==> config.mk <==
export PLATFORM = sky130hd
export DESIGN_NAME = track_nav_ctrl
export DESIGN_NICKNAME = d
export VERILOG_FILES = /design/src/rtl/track_nav_ctrl.sv
export SDC_FILE = /design/constraint.sdc
export NUM_CORES = 1
export LEC_CHECK = 0
export BUFFER_PORTS_ARGS = -buffer_cell sky130_fd_sc_hd__buf_2
export CAP_MARGIN = 10
export CORE_AREA = 2 2 80 82
export CTS_CLUSTER_DIAMETER = 30
export DETAILED_ROUTE_END_ITERATION = 8
export DIE_AREA = 0 0 82 84
export GPL_TIMING_DRIVEN = 0
export PLACE_DENSITY = 0.7
export SKIP_CTS_REPAIR_TIMING = 1
export SLEW_MARGIN = 30
export SYNTH_ARGS = -nofsm -noshare
export SYNTH_HDL_FRONTEND = slang
export SYNTH_SLANG_ARGS = --single-unit
==> constraint.sdc <==
create_clock -name clk -period 4 [get_ports clk]
set_input_delay 0 -clock clk [delete_from_list [all_inputs] [get_ports clk]]
set_output_delay 0 -clock clk [all_outputs]
set_load 0.1 [all_outputs]
==> src/rtl/track_nav_ctrl.sv <==
// Line-follow / obstacle controller: debounces track sensors, steers via a FORWARD/TURN/SEARCH/HALT FSM,
// and drives a slew-limited speed command based on obstacle distance.
module track_nav_ctrl #(
   parameter int unsigned N_SENS     = 3,
   parameter int unsigned DIST_W     = 6,
   parameter int unsigned STOP_DIST  = 8,
   parameter int unsigned SLOW_DIST  = 20,
   parameter int unsigned SPD_W      = 10,
   parameter int unsigned SPD_FULL   = 800,
   parameter int unsigned SPD_SLOW   = 500,
   parameter int unsigned RAMP_STEP  = 16,
   parameter int unsigned TICK_DIV   = 100000,
   parameter int unsigned DEB_TICKS  = 3,
   parameter int unsigned LOST_TICKS = 500
) (
   input  logic              clk,
   input  logic              rst,
   input  logic [N_SENS-1:0] track,
   input  logic [DIST_W-1:0] distance,
   output logic [1:0]        mode,
   output logic [SPD_W-1:0]  speed,
   output logic [2:0]        state,
   output logic              lost
);

   localparam int unsigned TICK_W = (TICK_DIV > 1) ? $clog2(TICK_DIV) : 1;
   localparam int unsigned DEB_W  = $clog2(DEB_TICKS + 1);
   localparam int unsigned LOST_W = $clog2(LOST_TICKS + 1);
   localparam int unsigned C_IDX  = N_SENS / 2;

   typedef enum logic [2:0] {
      FORWARD = 3'd0,
      TURN_L  = 3'd1,
      TURN_R  = 3'd2,
      SEARCH  = 3'd3,
      HALT    = 3'd4
   } state_t;

   state_t              state_q, state_nx;
   logic [TICK_W-1:0]   tick_cnt, tick_cnt_nx;
   logic [N_SENS-1:0]   line, line_nx;
   logic [DEB_W-1:0]    deb_cnt    [N_SENS];
   logic [DEB_W-1:0]    deb_cnt_nx [N_SENS];
   logic                last_left, last_left_nx;
   logic [LOST_W-1:0]   lost_cnt, lost_cnt_nx;
   logic [SPD_W-1:0]    speed_nx;
   logic [1:0]          mode_nx;
   logic                lost_nx;

   logic                tick;
   logic                l_on, c_on, r_on, any_on, blocked;
   logic [SPD_W-1:0]    target;
   logic [SPD_W:0]      ramp_sum;

   assign state = state_q;

   // Next-state, debounce, ramp and output decode; everything advances only on tick.
   always_comb begin
      tick_cnt_nx  = tick_cnt;
      line_nx      = line;
      deb_cnt_nx   = deb_cnt;
      state_nx     = state_q;
      last_left_nx = last_left;
      lost_cnt_nx  = lost_cnt;
      speed_nx     = speed;
      mode_nx      = mode;
      lost_nx      = lost;
      target       = '0;
      ramp_sum     = '0;

      tick    = (tick_cnt == TICK_W'(TICK_DIV - 1));
      l_on    = |line[N_SENS-1:C_IDX+1];
      c_on    = line[C_IDX];
      r_on    = |line[C_IDX-1:0];
      any_on  = l_on | c_on | r_on;
      blocked = (distance <= DIST_W'(STOP_DIST));

      tick_cnt_nx = tick ? '0 : tick_cnt + TICK_W'(1);

      if (tick) begin
         // FSM sees the debounced lines as registered before this tick
         unique case (state_q)
            FORWARD: begin
               if (!any_on)             state_nx = SEARCH;
               else if (r_on && !l_on)  state_nx = TURN_R;
               else if (l_on && !r_on)  state_nx = TURN_L;
            end
            TURN_L: begin
               if (!any_on)             state_nx = SEARCH;
               else if (c_on && !l_on)  state_nx = FORWARD;
            end
            TURN_R: begin
               if (!any_on)             state_nx = SEARCH;
               else if (c_on && !r_on)  state_nx = FORWARD;
            end
            SEARCH: begin
               if (any_on)              state_nx = FORWARD;
               else if (!blocked) begin
                  if (lost_cnt == LOST_W'(LOST_TICKS - 1)) state_nx = HALT;
                  else lost_cnt_nx = lost_cnt + LOST_W'(1);
               end
            end
            HALT:    state_nx = HALT;
            default: state_nx = FORWARD;
         endcase

         if (state_nx != SEARCH) lost_cnt_nx = '0;
         if (state_nx == TURN_L && state_q != TURN_L) last_left_nx = 1'b1;
         if (state_nx == TURN_R && state_q != TURN_R) last_left_nx = 1'b0;

         for (int i = 0; i < int'(N_SENS); i++) begin
            if (~track[i] == line[i]) begin
               deb_cnt_nx[i] = '0;
            end else if (deb_cnt[i] == DEB_W'(DEB_TICKS - 1)) begin
               line_nx[i]    = ~track[i];
               deb_cnt_nx[i] = '0;
            end else begin
               deb_cnt_nx[i] = deb_cnt[i] + DEB_W'(1);
            end
         end

         if (blocked || state_nx == HALT)
            target = '0;
         else if (distance <= DIST_W'(SLOW_DIST) || state_nx != FORWARD)
            target = SPD_W'(SPD_SLOW);
         else
            target = SPD_W'(SPD_FULL);

         // Accelerate by at most RAMP_STEP; deceleration is immediate
         ramp_sum = {1'b0, speed} + (SPD_W+1)'(RAMP_STEP);
         if (target > speed)
            speed_nx = (ramp_sum > {1'b0, target}) ? target : ramp_sum[SPD_W-1:0];
         else
            speed_nx = target;

         unique case (state_nx)
            FORWARD: mode_nx = 2'b11;
            TURN_L:  mode_nx = 2'b01;
            TURN_R:  mode_nx = 2'b10;
            SEARCH:  mode_nx = last_left_nx ? 2'b01 : 2'b10;
            HALT:    mode_nx = 2'b00;
            default: mode_nx = 2'b11;
         endcase

         lost_nx = (state_nx == HALT);
      end
   end

   always_ff @(posedge clk or posedge rst) begin
      if (rst) begin
         tick_cnt  <= '0;
         line      <= '0;
         for (int i = 0; i < int'(N_SENS); i++) deb_cnt[i] <= '0;
         state_q   <= FORWARD;
         last_left <= 1'b0;
         lost_cnt  <= '0;
         speed     <= '0;
         mode      <= 2'b11;
         lost      <= 1'b0;
      end else begin
         tick_cnt  <= tick_cnt_nx;
         line      <= line_nx;
         deb_cnt   <= deb_cnt_nx;
         state_q   <= state_nx;
         last_left <= last_left_nx;
         lost_cnt  <= lost_cnt_nx;
         speed     <= speed_nx;
         mode      <= mode_nx;
         lost      <= lost_nx;
      end
   end

endmodule
==> flow_summary.toml <==
[clock_tree]
cts_inserted_buffers = 5
clockBufferDepth = 2
clk_latency_ps = 300
clkSinkCount = 49
htreeDepth = 2
cts-root-buf = "clkbuf_8"
cts_tree = "done"
clk_pin_slew_ps = 90

[worst_hold_path]
min_path_type = "in2reg"
hp-start = "distance[5]"
min_to = "speed[4]"
hold_depth = 5

[yosys]
avgSynthCellArea_sq_um = 9.17
synthArstFlopShare_pct = 100
synth_edf_count = 0
seq_area_frac_synth_pct = 41.7
synth_seq_cells = 49
synthCells = 321
yosysWarnings = 0
ys_types = 56
ys.flop_type = "dfrtp_1"
syn-cell-area_sq_um = 2940

[die]
dieArea_sq_um = 6890
pin_count = 27
die_h_um = 84
num_rows = 29
core_area_sq_um = 6100
fp.dieW_um = 82
start_util_pct = 48.3

[timing]
finalCriticalPeriod_ps = 3770
relSlewSlack_pct = 44.4
hold_viol = 0
min_period_over_period_pct = 94.3
max_slew.worst_pin.slew_ps = 823
max_freq_mhz = 265
setup_viol = 0
rsz0062_at_grt = "no"
final.setup_skew_ps = 12.1
drv_slew = 0
setup_tns_ps = 0

[route]
drt_wl_total_mm = 6.41
post_drt_via_cell_ratio = 5.60
drtIter0Drc = 178
dr_total_vias = 2449
avgRoutedWirePerCell_um = 14.7
dr.pass1.iters = 4
drc = 0
ant_nets = 0

[cells_and_area]
area_growth_pct = 15.0
drive_gt1_share_pct = 16.1
nets = 388
fillCellCount = 548
final_util_pct = 55.5
antenna_cells = 0

[global_routing]
antenna_found_initial = 0
grt_max_degree = 50
grt_pass1_wl_mm = 11.0
first_global_vias = 2449
grt.total_usage_pct = 20.2
grt_overflow = 0

[placed_design]
dp_hpwl_mm = 4.59
gp_congestion = 0.891
io_buffers = 23

[flow_run]
drv_cap = 0

[power]
ir_drop_v = 0.000185
powerDensity_nw_per_um2 = 284
p_leak_uw = 0.00153

[setup_path]
startpoint_type = "register"
cp_slowest_cell = "nor4b_1"
worstPathCellList = "clkbuf_1 > o21a_1 > a2111o_1 > o21a_1 > nor4b_1 > ha_1 > nand3_1 > nor2_1 > a31oi_1 > o21ai_2 > or2_2 > buf_1 > a311o_1"
reg2reg_from = "state[0]"
r2r_cells = 13
slowest_delay_ps = 700
r2r_slack_ps = 230
crit_arrival_ps = 3960
required_ps = 4190
r2r-end = "speed[6]"
crit_path_end_kind = "register"
path_class = "reg2reg"
crit_path_frequent_cell = "o21a_1"
path_max_fanout = 8
startpoint = "state[0]"

[run_status]
status = "complete, no violations"
## worst max-delay path: cells and delay by family, from the launching register on
family / cells / cell delay (ps)
fa+ha+maj: 1 / 400
simple gates: 4 / 1180
compound gates: 6 / 1220
buf+inv: 2 / 480
flops: 1 / 370
## per-layer routing
layer	vias to the layer above	GRT usage, %	part of all wire, %
li1	1213	-	-
met1	1181	26.0	46
met2	49	34.1	49
met3	6	3.25	3.7
met4	0	6.67	1.1
met5	-	0	0
## per-stage QoR
stage	hold WS (ps)	instances	worst slack (ps)	power, uW	cell area [sq um]
CTS	-207	431	-542	965	3290
global route	336	437	14.9	1010	3380
detailed placement	126	423	-496	594	3170
global placement	215	423	-484	591	3170
floorplan	104	323	20.8	572	2960
finish	308	437	227	960	3380
## cells in the final DEF (no fill, tap or decap), types with 6 or more instances in the layout
cell / synthesis / layout
nand2_1: 34 / 34
xnor2_1: 14 / 14
and3_1: 7 / 7
nor2_1: 28 / 28
inv_1: 16 / 15
ha_1: 18 / 18
o21a_1: 8 / 8
xor2_1: 12 / 12
nand4_1: 6 / 6
buf_2: 3 / 26
dfrtp_1: 47 / 44
o21ai_0: 13 / 13
nand3_1: 25 / 25
nor3_1: 7 / 7
a21oi_1: 13 / 11
clkbuf_8: 0 / 6
## registers in the layout (all words and copies together), names as in the netlist
name       count
deb_cnt        6
last_left      1
line           3
lost           1
lost_cnt       9
mode           2
speed          7
state          3
tick_cnt      17
## layout make-up
cell class / count / area [sq um] / share of cell area (%)
Buffer: 11 / 56.3 / 1.66
Tap cell: 77 / 96.3 / 2.85
Clock buffer: 7 / 86.3 / 2.55
Clock inverter: 1 / 30.0 / 0.887
Timing Repair Buffer: 29 / 170 / 5.03
Multi-Input combinational cell: 247 / 1650 / 48.8
Sequential cell: 49 / 1230 / 36.4
Inverter: 16 / 62.6 / 1.85
## how the worst max path moves through the flow
| stage | endpoint | slack (ps) | cells past startpoint |
|---|---|---|---|
| floorplan | speed[7] | 20 | 14 |
| global placement | speed[4] | -480 | 14 |
| detailed placement | speed[5] | -500 | 14 |
| CTS | speed[5] | -540 | 14 |
| global route | speed[6] | 10 | 13 |
| finish | speed[6] | 230 | 13 |
## cell families after synthesis
kind of cell,share of synthesized area (%)
mux,0.340
simple gates,22.4
compound gates,16.1
xor+xnor,7.73
flops,41.7
buf+inv,3.95
fa+ha+maj,7.65
other cells,0.127
## power breakdown
group | leakage (uW) | internal (uW) | total [uW] | switching (uW)
sequential | 0.000578 | 496 | 497 | 1.62
clock | 0.0000585 | 204 | 366 | 163
combinational | 0.000898 | 30.4 | 95.8 | 65.4
## synthesized netlist by cell type, types with 2 or more instances
master / instances / area share [%]
a211o_1: 2 / 0.60
a211oi_1: 3 / 0.76
a21oi_1: 13 / 2.2
a311o_1: 2 / 0.68
a31oi_1: 4 / 0.85
and2_1: 3 / 0.64
and3_1: 7 / 1.5
buf_2: 3 / 0.51
buf_4: 3 / 0.76
clkbuf_1: 4 / 0.51
dfrtp_1: 47 / 40
dfstp_2: 2 / 1.8
ha_1: 18 / 7.6
inv_1: 16 / 2.0
nand2_1: 34 / 4.3
nand3_1: 25 / 4.2
nand4_1: 6 / 1.3
nand4b_1: 2 / 0.60
nor2_1: 28 / 3.6
nor2b_1: 5 / 1.1
nor3_1: 7 / 1.2
o211ai_1: 3 / 0.76
o21a_1: 8 / 2.0
o21ai_0: 13 / 2.2
o221ai_1: 2 / 0.60
o31ai_1: 2 / 0.51
or2_2: 2 / 0.42
or3_1: 5 / 1.1
xnor2_1: 14 / 4.2
xor2_1: 12 / 3.6
No activity file was read; power rests on OpenSTA's default activity.
